<file path="src/rtl/inst_loader_if.sv">
// Byte-stream input and instruction-memory write port of the loader.
interface inst_loader_if;
  logic        in_valid;
  logic [7:0]  in_data;
  logic        in_ready;
  logic        inst_write_enable;
  logic [31:0] inst_write_address;
  logic [31:0] inst_data_in;

  modport slave (
    input  in_valid, in_data,
    output in_ready, inst_write_enable, inst_write_address, inst_data_in
  );
  modport master (
    output in_valid, in_data,
    input  in_ready, inst_write_enable, inst_write_address, inst_data_in
  );
endinterface

</file>
<file path="src/rtl/inst_loader.sv">
// Boot-time instruction loader: big-endian byte stream (count N, then N words) written to
// consecutive instruction-memory words; holds the core in reset until the load completes.
module inst_loader #(
  parameter int MEM_DEPTH = 1024,
  parameter int BASE_ADDR = 0
) (
  input  logic         clk,
  input  logic         rst,
  input  logic         start,
  inst_loader_if.slave bus,
  output logic         cpu_hold,
  output logic         done,
  output logic         error,
  output logic [31:0]  words_loaded
);
  typedef enum logic [2:0] {IDLE, LEN, DATA, WRITE, DONE, ERR} state_e;

  state_e      state_q, state_d;
  logic [1:0]  byte_cnt_q, byte_cnt_d;
  logic [23:0] asm_q, asm_d;
  logic [31:0] n_q, n_d;
  logic [31:0] index_q, index_d;
  logic [31:0] words_q, words_d;
  logic [31:0] addr_q, addr_d;
  logic [31:0] data_q, data_d;
  logic        xfer;
  logic [31:0] word;

  // Status outputs decode state directly so reset takes effect without waiting for an edge.
  assign bus.in_ready           = (state_q == LEN) || (state_q == DATA);
  assign bus.inst_write_enable  = (state_q == WRITE);
  assign bus.inst_write_address = addr_q;
  assign bus.inst_data_in       = data_q;
  assign done                   = (state_q == DONE);
  assign error                  = (state_q == ERR);
  assign cpu_hold               = (state_q != DONE);
  assign words_loaded           = words_q;

  assign xfer = bus.in_valid && bus.in_ready;
  assign word = {asm_q, bus.in_data};

  always_comb begin
    state_d    = state_q;
    byte_cnt_d = byte_cnt_q;
    asm_d      = asm_q;
    n_d        = n_q;
    index_d    = index_q;
    words_d    = words_q;
    addr_d     = addr_q;
    data_d     = data_q;
    case (state_q)
      IDLE: begin
        if (start) begin
          state_d    = LEN;
          byte_cnt_d = 2'd0;
        end
      end
      LEN: begin
        if (xfer) begin
          byte_cnt_d = byte_cnt_q + 2'd1;
          asm_d      = word[23:0];
          if (byte_cnt_q == 2'd3) begin
            n_d = word;
            if (word == 32'd0)                  state_d = DONE;
            else if (word > 32'(MEM_DEPTH))     state_d = ERR;
            else begin
              state_d = DATA;
              index_d = 32'd0;
            end
          end
        end
      end
      DATA: begin
        if (xfer) begin
          byte_cnt_d = byte_cnt_q + 2'd1;
          asm_d      = word[23:0];
          if (byte_cnt_q == 2'd3) begin
            data_d  = word;
            addr_d  = 32'(BASE_ADDR) + index_q;
            state_d = WRITE;
          end
        end
      end
      WRITE: begin
        index_d = index_q + 32'd1;
        words_d = words_q + 32'd1;
        state_d = (index_q + 32'd1 == n_q) ? DONE : DATA;
      end
      DONE, ERR: begin
        if (start) begin
          state_d    = LEN;
          index_d    = 32'd0;
          words_d    = 32'd0;
          byte_cnt_d = 2'd0;
        end
      end
      default: state_d = IDLE;
    endcase
  end

  always_ff @(posedge clk or negedge rst) begin
    if (!rst) begin
      state_q    <= IDLE;
      byte_cnt_q <= 2'd0;
      asm_q      <= 24'd0;
      n_q        <= 32'd0;
      index_q    <= 32'd0;
      words_q    <= 32'd0;
      addr_q     <= 32'd0;
      data_q     <= 32'd0;
    end else begin
      state_q    <= state_d;
      byte_cnt_q <= byte_cnt_d;
      asm_q      <= asm_d;
      n_q        <= n_d;
      index_q    <= index_d;
      words_q    <= words_d;
      addr_q     <= addr_d;
      data_q     <= data_d;
    end
  end
endmodule
</file>
<file path="src/flat_wrapper.sv">
// flat-port wrapper written by rule: the top's interface ports become plain ports
module inst_loader_flat 
#(
  parameter int MEM_DEPTH = 1024,
  parameter int BASE_ADDR = 0
)
  (clk, rst, start, cpu_hold, done, error, words_loaded, bus_in_valid, bus_in_data, bus_in_ready, bus_inst_write_enable, bus_inst_write_address, bus_inst_data_in);
  inst_loader_if bus_i ();
  input  logic clk;
  input  logic rst;
  input  logic start;
  output logic cpu_hold;
  output logic done;
  output logic error;
  output logic [31:0] words_loaded;
  input wire logic [$bits(bus_i.in_valid)-1:0] bus_in_valid;
  input wire logic [$bits(bus_i.in_data)-1:0] bus_in_data;
  output wire logic [$bits(bus_i.in_ready)-1:0] bus_in_ready;
  output wire logic [$bits(bus_i.inst_write_enable)-1:0] bus_inst_write_enable;
  output wire logic [$bits(bus_i.inst_write_address)-1:0] bus_inst_write_address;
  output wire logic [$bits(bus_i.inst_data_in)-1:0] bus_inst_data_in;
  assign bus_i.in_valid = bus_in_valid;
  assign bus_i.in_data = bus_in_data;
  assign bus_in_ready = bus_i.in_ready;
  assign bus_inst_write_enable = bus_i.inst_write_enable;
  assign bus_inst_write_address = bus_i.inst_write_address;
  assign bus_inst_data_in = bus_i.inst_data_in;
  inst_loader #(.MEM_DEPTH(MEM_DEPTH), .BASE_ADDR(BASE_ADDR)) u_core (.clk(clk), .rst(rst), .start(start), .bus(bus_i), .cpu_hold(cpu_hold), .done(done), .error(error), .words_loaded(words_loaded));
endmodule
</file>
<file path="config.mk">
export PLATFORM = sky130hd
export DESIGN_NAME = inst_loader_flat
export DESIGN_NICKNAME = d
export VERILOG_FILES = /design/src/rtl/inst_loader_if.sv /design/src/rtl/inst_loader.sv /design/src/flat_wrapper.sv
export SDC_FILE = /design/constraint.sdc
export NUM_CORES = 1
export LEC_CHECK = 0
export CAP_MARGIN = 20
export CORE_MARGIN = 3
export CORE_UTILIZATION = 56
export CTS_CLUSTER_SIZE = 24
export DETAILED_ROUTE_END_ITERATION = 7
export GPL_TIMING_DRIVEN = 0
export PLACE_DENSITY = 0.91
export SETUP_SLACK_MARGIN = 0.3
export SLEW_MARGIN = 30
export SYNTH_ARGS = -nofsm -noshare
export SYNTH_HDL_FRONTEND = slang
export SYNTH_SLANG_ARGS = --single-unit
</file>
<file path="constraint.sdc">
create_clock -name clk -period 3.5 [get_ports clk]
set_input_delay 1.05 -clock clk [delete_from_list [all_inputs] [get_ports clk]]
set_output_delay 1.05 -clock clk [all_outputs]
set_load 0.1 [all_outputs]
</file>
==> results of run 1 <==
[metal layers]
layer,global-route usage,vias up
li1,-,3170
met1,0.3605,3497
met2,0.4357,344
met3,0.04914,58
met4,0.08514,0
met5,0,-
[metrics by stage]
step / hold WS (ns) / std cells / power [mW] / setup TNS, ns
detailed placement: 0.4942 / 1134 / 9.203 / -34.53
global route: 0.5175 / 1166 / 11.50 / 0
CTS: 0.5101 / 1165 / 11.04 / 0
global placement: 0.4877 / 1132 / 9.050 / -1208.63
floorplan: 0.4700 / 804 / 7.753 / 0
finish: 0.5058 / 1166 / 11.05 / 0
[path summary, 6_finish.rpt]
kind / startpoint / end / depth (start not counted)
setup / recovery: bus_in_valid / u_core.n_q[5] / 6
hold / removal: u_core.bus.inst_write_address[20] / u_core.bus.inst_write_address[20] / 1
setup reg to reg: u_core.index_q[0] / u_core.state_q[1] / 8
hold reg to reg: u_core.bus.inst_write_address[20] / u_core.bus.inst_write_address[20] / 1
max in group asynchronous: rst / u_core.bus.inst_data_in[28] / 3
min in group asynchronous: rst / u_core.words_loaded[4] / 1
[where the power goes]
| group | internal [mW] | switching [mW] |
|---|---|---|
| Combinational | 1.69 | 3.98 |
| Sequential | 2.91 | 0.694 |
| Clock | 0.918 | 0.868 |
[cell usage in the layout (no fill, tap or decap), types with 4 or more instances in the layout]
cell type                           n
sky130_fd_sc_hd__nor2_1            65
sky130_fd_sc_hd__nand3_1           34
sky130_fd_sc_hd__xor2_1            39
sky130_fd_sc_hd__dfrtp_1          189
sky130_fd_sc_hd__clkdlybuf4s50_1  104
sky130_fd_sc_hd__nor4_1            12
sky130_fd_sc_hd__and4_1             8
sky130_fd_sc_hd__o2111ai_1          4
sky130_fd_sc_hd__a21oi_1           29
sky130_fd_sc_hd__clkbuf_16         17
sky130_fd_sc_hd__bufbuf_16          4
sky130_fd_sc_hd__a22oi_1            5
sky130_fd_sc_hd__clkbuf_2           8
sky130_fd_sc_hd__clkbuf_8           6
sky130_fd_sc_hd__clkinvlp_4         4
sky130_fd_sc_hd__nand2b_1           4
sky130_fd_sc_hd__o21ai_0           45
sky130_fd_sc_hd__clkbuf_1          24
sky130_fd_sc_hd__o41ai_1            4
sky130_fd_sc_hd__nand4_1           13
sky130_fd_sc_hd__o211ai_1           4
sky130_fd_sc_hd__and3_1            10
sky130_fd_sc_hd__inv_1              6
sky130_fd_sc_hd__nor3_1            10
sky130_fd_sc_hd__a31oi_1            5
sky130_fd_sc_hd__clkinv_4           5
sky130_fd_sc_hd__xnor2_1           30
sky130_fd_sc_hd__nand2_1           38
sky130_fd_sc_hd__clkdlybuf4s15_2    4
sky130_fd_sc_hd__mux2_2           121
sky130_fd_sc_hd__o31ai_1            8
sky130_fd_sc_hd__and2_1             7
[timing repair]
item	4_1_cts	5_1_grt
gates resized for setup	32	31
buffers inserted	0	1
endpoints found under the setup margin	103	68
pin swaps	0	4
[kinds of logic (layout without fill, tap and decap cells)]
kind of cell	count (synthesis)	after routing	synth area share
flops	189	189	0.5160
fa+ha+maj	3	3	0.004095
mux	123	123	0.1508
buf+inv	58	204	0.04409
xor+xnor	69	69	0.06593
simple gates	235	235	0.1334
compound gates	127	127	0.08572
[state kept, by name, indices dropped and copies added, names as in the netlist]
signal,cells
u_core.state_q,3
u_core.index_q,32
u_core.asm_q,24
u_core.n_q,32
u_core.words_loaded,32
u_core.bus.inst_data_in,32
u_core.byte_cnt_q,2
u_core.bus.inst_write_address,32
[layout make-up]
class                           instances  area [sq um]
Clock buffer                           17         425.4
Multi-Input combinational cell        557          4141
Inverter                                8         36.28
Timing Repair Buffer                  115          1200
Clock inverter                         14         113.9
Fill cell                            1111          4629
Buffer                                 50         396.6
Tap cell                              216         270.3
Sequential cell                       189          4730
==> summary.txt, run 1 <==
Outcome
  • Outcome: finished, final reports clean

Synthesis
  • Area share of the largest cell type after synthesis: 0.5160
  • YS warnings: 0
  • Most instantiated library cell after synthesis: sky130_fd_sc_hd__dfrtp_1
  • Synth Area per Inst: 11.40 sq um
  • Cell count after synthesis: 804
  • Main synth FF type: sky130_fd_sc_hd__dfrtp_1
  • Synth cell count leaders: sky130_fd_sc_hd__dfrtp_1 (189), sky130_fd_sc_hd__mux2_2 (121), sky130_fd_sc_hd__nor2_1 (66)
  • Cells taking the most area after synthesis: sky130_fd_sc_hd__dfrtp_1 (52%), sky130_fd_sc_hd__mux2_2 (15%), sky130_fd_sc_hd__xor2_1 (3.7%), sky130_fd_sc_hd__xnor2_1 (2.9%), sky130_fd_sc_hd__nor2_1 (2.7%)
  • Net count of the mapped netlist: between 800 and 900
  • Async set or reset register ratio after synthesis: 1.000
  • Cell area after synthesis: 9166 sq um
  • Number of library cell types mapped by synthesis: 64
  • Top cell type by total area after synthesis: sky130_fd_sc_hd__dfrtp_1
  • Number of flops mapped to enable cells by yosys: 0
  • Number of flip-flops and latches in the synthesized netlist: around 190
  • Proportion of synthesized chip area in sequential cells: 0.5160

Final layout
  • Post-layout utilization of the core: 0.7096
  • Final-stage net count: roughly 950
  • Layout cells sized above 1: 0.2211
  • Area growth from synthesis to layout: 23.42%
  • Layout Cell Area excl Fill: 11,310 sq um
  • Antenna cells: 0

Clock tree
  • Inserted Clock Buffers: 17
  • CTS tree: done
  • Level count of the clock H-tree: 4
  • Clock latency at the later pin of the worst-skew pair: 0.43 ns
  • CTS sink count: 189
  • Buffer levels on the longest clock path: 2
  • CTS Root Cell: sky130_fd_sc_hd__clkbuf_16
  • Clock-pin slew reported for the worst setup and hold paths after clock tree synthesis: 0.07 ns
  • Hold buffers post-CTS: 0

Routing
  • Antenna-violating nets left: 0
  • Detailed route wirelength on metal3: between 1.5 and 2 mm
  • Remaining routing DRC violations: 0
  • Via count normalized by instance count: 6.063
  • Met2 routed WL: 11.42 mm
  • Wl on met1: 9.671 mm
  • Number of violations reported at the end of detailed-routing iteration 0: 503
  • Average wire per cell in the routed design: 20.01 um
  • DR top layer: met4
  • Overall routed net length: about 23 mm
  • Via count of the routed design: 7,069
  • Pre-antenna DRT Iters: 5

GRT
  • Antenna violations before repair: 0
  • Maximum number of pins on one net before global-route repair: 73
  • Leftover overflow at the end of global routing: 0
  • Gr usage total: 0.2652
  • Global-route wire length before repair: 37.83 mm
  • Vias in the first global route: 6,998

Pwr
  • Maximum resistive drop on vdd: 0.9770 mV
  • P_leak: 4.840 nW
  • Pwr Density: 977.1 nW/um^2

Die
  • Floorplan row count: 46
  • Die width: 133.9 um
  • Core Box Area: 15,940 sq um
  • Die outline area: around 18,000 sq um
  • Die height: 133.9 um
  • Number of top-level design ports: 113
  • Initial Util: 0.5749

STA
  • Final setup violation count: 0
  • Slew headroom: 0.3213
  • RSZ-0062 raised after global routing: true
  • Actual transition at the worst max-transition pin: between 1 and 1.5 ns
  • Hold Fails Final Rpt: 0
  • Slack of the critical path: 0.2956 ns
  • Period Utilization, post-route: 0.9156
  • Number of max-slew violations in the final report: 0
  • Maximum achievable frequency: 312.1 MHz
  • Period minus WS final: 3.204 ns
  • Clock Skew: 0.007502 ns

Placed design
  • Half-perimeter wire length after detailed placement: 15.94 mm
  • Place WS: -0.5610 ns
  • Input/output buffers: 112
  • Routability congestion estimate from global placement: 0.9375
  • Area after DPL: 10,630 sq um

Worst setup path
  • Critical Path RT: 3.82 ns
  • Cell chain of the critical path: clkdlybuf4s50_1 > nor2b_1 > nand2_1 > nor2_1 > clkbuf_1 > mux2_2
  • Classification of the worst setup path: in -> reg
  • Type of element launching the critical path: input port
  • Worst reg2reg setup slack: 0.51 ns
  • Worst path top cell family by delay: buffers and inverters
  • Slowest Stage Delay on Critical Path: 0.55 ns
  • CP Buf/Inv Count: 2
  • Cell at the slowest stage of the critical path: sky130_fd_sc_hd__clkbuf_1
  • Critical path capture point type: flip-flop
  • Largest fanout on the critical path: 10
  • Data arrival at the endpoint of the critical path: 3.52 ns

Hold path
  • Worst min path class: reg -> reg

Flow run
  • Number of max-cap violations: 0
Note: power is estimated with default switching activity, not from simulation.
==> inputs of run 2 (changes only) <==
- GPL_TIMING_DRIVEN: 0 -> not set
==> summary.txt, run 2 (synthesis gave the netlist of run 1 again) <==
Worst setup path
  • Data arrival at the endpoint of the critical path: 3.34 ns
  • Worst setup path startpoint: bus_in_data[5]
  • Reg-to-reg critical path startpoint: u_core.index_q[0]
  • Largest fanout on the critical path: 32
  • Type of element launching the critical path: input port
  • Critical Path RT: around 3.8 ns
  • Critical path capture point type: flip-flop
  • Classification of the worst setup path: in -> reg

Final layout
  • Layout cells sized above 1: 0.3254
  • Commonest cells after routing, fill and taps aside: sky130_fd_sc_hd__dfrtp_1 (189), sky130_fd_sc_hd__buf_4 (123), sky130_fd_sc_hd__mux2_2 (121)
  • Antenna cells: 0
  • Final-stage net count: approximately 900
  • Layout Cell Area excl Fill: ~11,000 sq um
  • Area growth from synthesis to layout: 18.20%
  • Most common cell after layout, fill and taps aside: sky130_fd_sc_hd__dfrtp_1

Routing
  • Via count of the routed design: 6,863
  • Via count normalized by instance count: 6.015
  • Average wire per cell in the routed design: between 15 and 20 um
  • Remaining routing DRC violations: 0
  • Overall routed net length: 20.87 mm
  • Antenna-violating nets left: 0
  • Number of violations reported at the end of detailed-routing iteration 0: 510
  • Pre-antenna DRT Iters: 5

Die
  • Die height: 133.9 um
  • Die width: 133.9 um
  • Initial Util: 0.5749
  • Floorplan row count: 46
  • Core Box Area: 15,940 sq um
  • Die outline area: 17,940 sq um
  • Number of top-level design ports: approximately 110

Pwr
  • Logic pwr share: 0.483
  • Fraction of power spent switching nets: 0.5031
  • P_leak: 4.881 nW
  • Pwr Density: 1003 nW/um^2
  • Sw Pwr: approximately 5.5 mW
  • Cell-internal power: 5.402 mW
  • Maximum resistive drop on vdd: ~1.1 mV
  • Sequential power share: 0.340
  • Portion of total power attributed to the clock network: 0.176

Placed design
  • Half-perimeter wire length after detailed placement: 14.52 mm
  • Input/output buffers: ~110
  • Routability congestion estimate from global placement: just under 0.9
  • Area after DPL: between 10,000 and 15,000 sq um

STA
  • Final setup violation count: 0
  • Minimum hold slack: 0.5074 ns
  • Slew headroom: 0.5450
  • Hold Fails Final Rpt: 0
  • Clock Skew: 0.01181 ns
  • Maximum achievable frequency: 328.6 MHz
  • Period Utilization, post-route: 0.8695
  • Accumulated negative setup slack: 0 ns
  • RSZ-0062 raised after global routing: false
  • Number of max-slew violations in the final report: 0
  • Actual transition at the worst max-transition pin: between 0.6 and 0.7 ns
  • Period minus WS final: 3.043 ns

Clock tree
  • Inserted Clock Buffers: 17
  • Clock-pin slew reported for the worst setup and hold paths after clock tree synthesis: 0.07 ns
  • Level count of the clock H-tree: 4
  • CTS sink count: 189
  • Buffer levels on the longest clock path: 2
  • Clock latency at the later pin of the worst-skew pair: 0.43 ns
  • CTS Root Cell: sky130_fd_sc_hd__clkbuf_16
  • CTS tree: done

Hold path
  • Worst min path class: reg -> reg
  • Hold_sp: u_core.bus.inst_write_address[18]

GRT
  • Maximum number of pins on one net before global-route repair: 83
  • Antenna violations before repair: 0
  • Gr usage total: 0.2401
  • Global-route wire length before repair: 34.67 mm
  • Leftover overflow at the end of global routing: 0
  • Vias in the first global route: 6,714

Outcome
  • Outcome: finished, final reports clean

Flow run
  • Number of max-cap violations: 0
-- run 2: changes by cell type in the layout (fill, tap and decap cells not counted), moves of 4 or more --
cell	previous run	this run
sky130_fd_sc_hd__clkbuf_1	24	0
sky130_fd_sc_hd__bufbuf_16	4	0
sky130_fd_sc_hd__buf_4	3	123
sky130_fd_sc_hd__clkbuf_8	6	2
sky130_fd_sc_hd__clkdlybuf4s50_1	104	10
sky130_fd_sc_hd__clkdlybuf4s15_2	4	0
sky130_fd_sc_hd__clkbuf_2	8	0
sky130_fd_sc_hd__buf_12	0	5
-- run 2: per-stage QoR --
step                      std cells  worst slack (ns)  power (mW)  utilization
after floorplan                 804            0.5080       7.753            -
after global placement         1109            0.2279       8.818       0.6418
after detailed placement       1109           0.03963       8.956       0.6418
after CTS                      1141            0.4318       10.91       0.6792
after global routing           1141            0.3460       11.33       0.6796
final                          1141            0.4568       10.87       0.6796
-- run 2: path summary, 6_finish.rpt --
path,depth (start not counted),slack [ns],endpoint
worst max-delay path,10,0.46,u_core.index_q[13]
worst min-delay path,1,0.51,u_core.bus.inst_write_address[18]
worst min register to register,1,0.51,u_core.bus.inst_write_address[18]
min in group asynchronous,1,0.65,u_core.words_loaded[4]
worst max register to register,7,0.55,u_core.state_q[1]
max in group asynchronous,2,2.11,u_core.bus.inst_data_in[17]
-- run 2: routing by layer --
layer / routed length (um) / GRT usage / vias to the layer above
li1: - / - / 3128
met1: 9210 / 0.3381 / 3364
met2: 9640 / 0.3751 / 321
met3: 1480 / 0.04689 / 50
met4: 541 / 0.08629 / 0
met5: 0 / 0 / -
-- run 2: final cells by class --
cell class | instances | area [sq um]
multi-input combinational | 557 | 4074
fill | 1128 | 5109
clock buffer | 18 | 439.2
clock inverter | 14 | 150.1
tap | 216 | 270.3
sequential | 189 | 4730
inverter | 8 | 33.78
timing repair buffer | 139 | 1137
-- run 2: what timing repair did --
| action | in CTS | in global routing |
|---|---|---|
| setup buffers | 0 | 0 |
| resized for setup | 1 | 1 |
| setup endpoints to repair | 1 | 2 |
| hold buffers | 0 | 0 |
-- run 2: power groups by stage --
stage	Clock [mW]	Combinational (mW)	Sequential, mW
3_5_place_dp	0	5.24	3.72
2_1_floorplan	0	1.65	6.11
5_1_grt	2.04	5.48	3.81
6_report	1.92	5.25	3.70
3_3_place_gp	0	5.15	3.67
4_1_cts	1.94	5.28	3.69
-- run 2: critical path, cell delays in order --
cell and delay (ns):
sky130_fd_sc_hd__clkdlybuf4s50_1 0.45, sky130_fd_sc_hd__nor4_1 0.29, sky130_fd_sc_hd__buf_4 0.17, sky130_fd_sc_hd__a31oi_1 0.11, sky130_fd_sc_hd__nor4b_2 0.34, sky130_fd_sc_hd__a31o_2 0.25, sky130_fd_sc_hd__a31oi_2 0.13, sky130_fd_sc_hd__buf_12 0.20
sky130_fd_sc_hd__o21ai_0 0.22, sky130_fd_sc_hd__o31ai_1 0.12
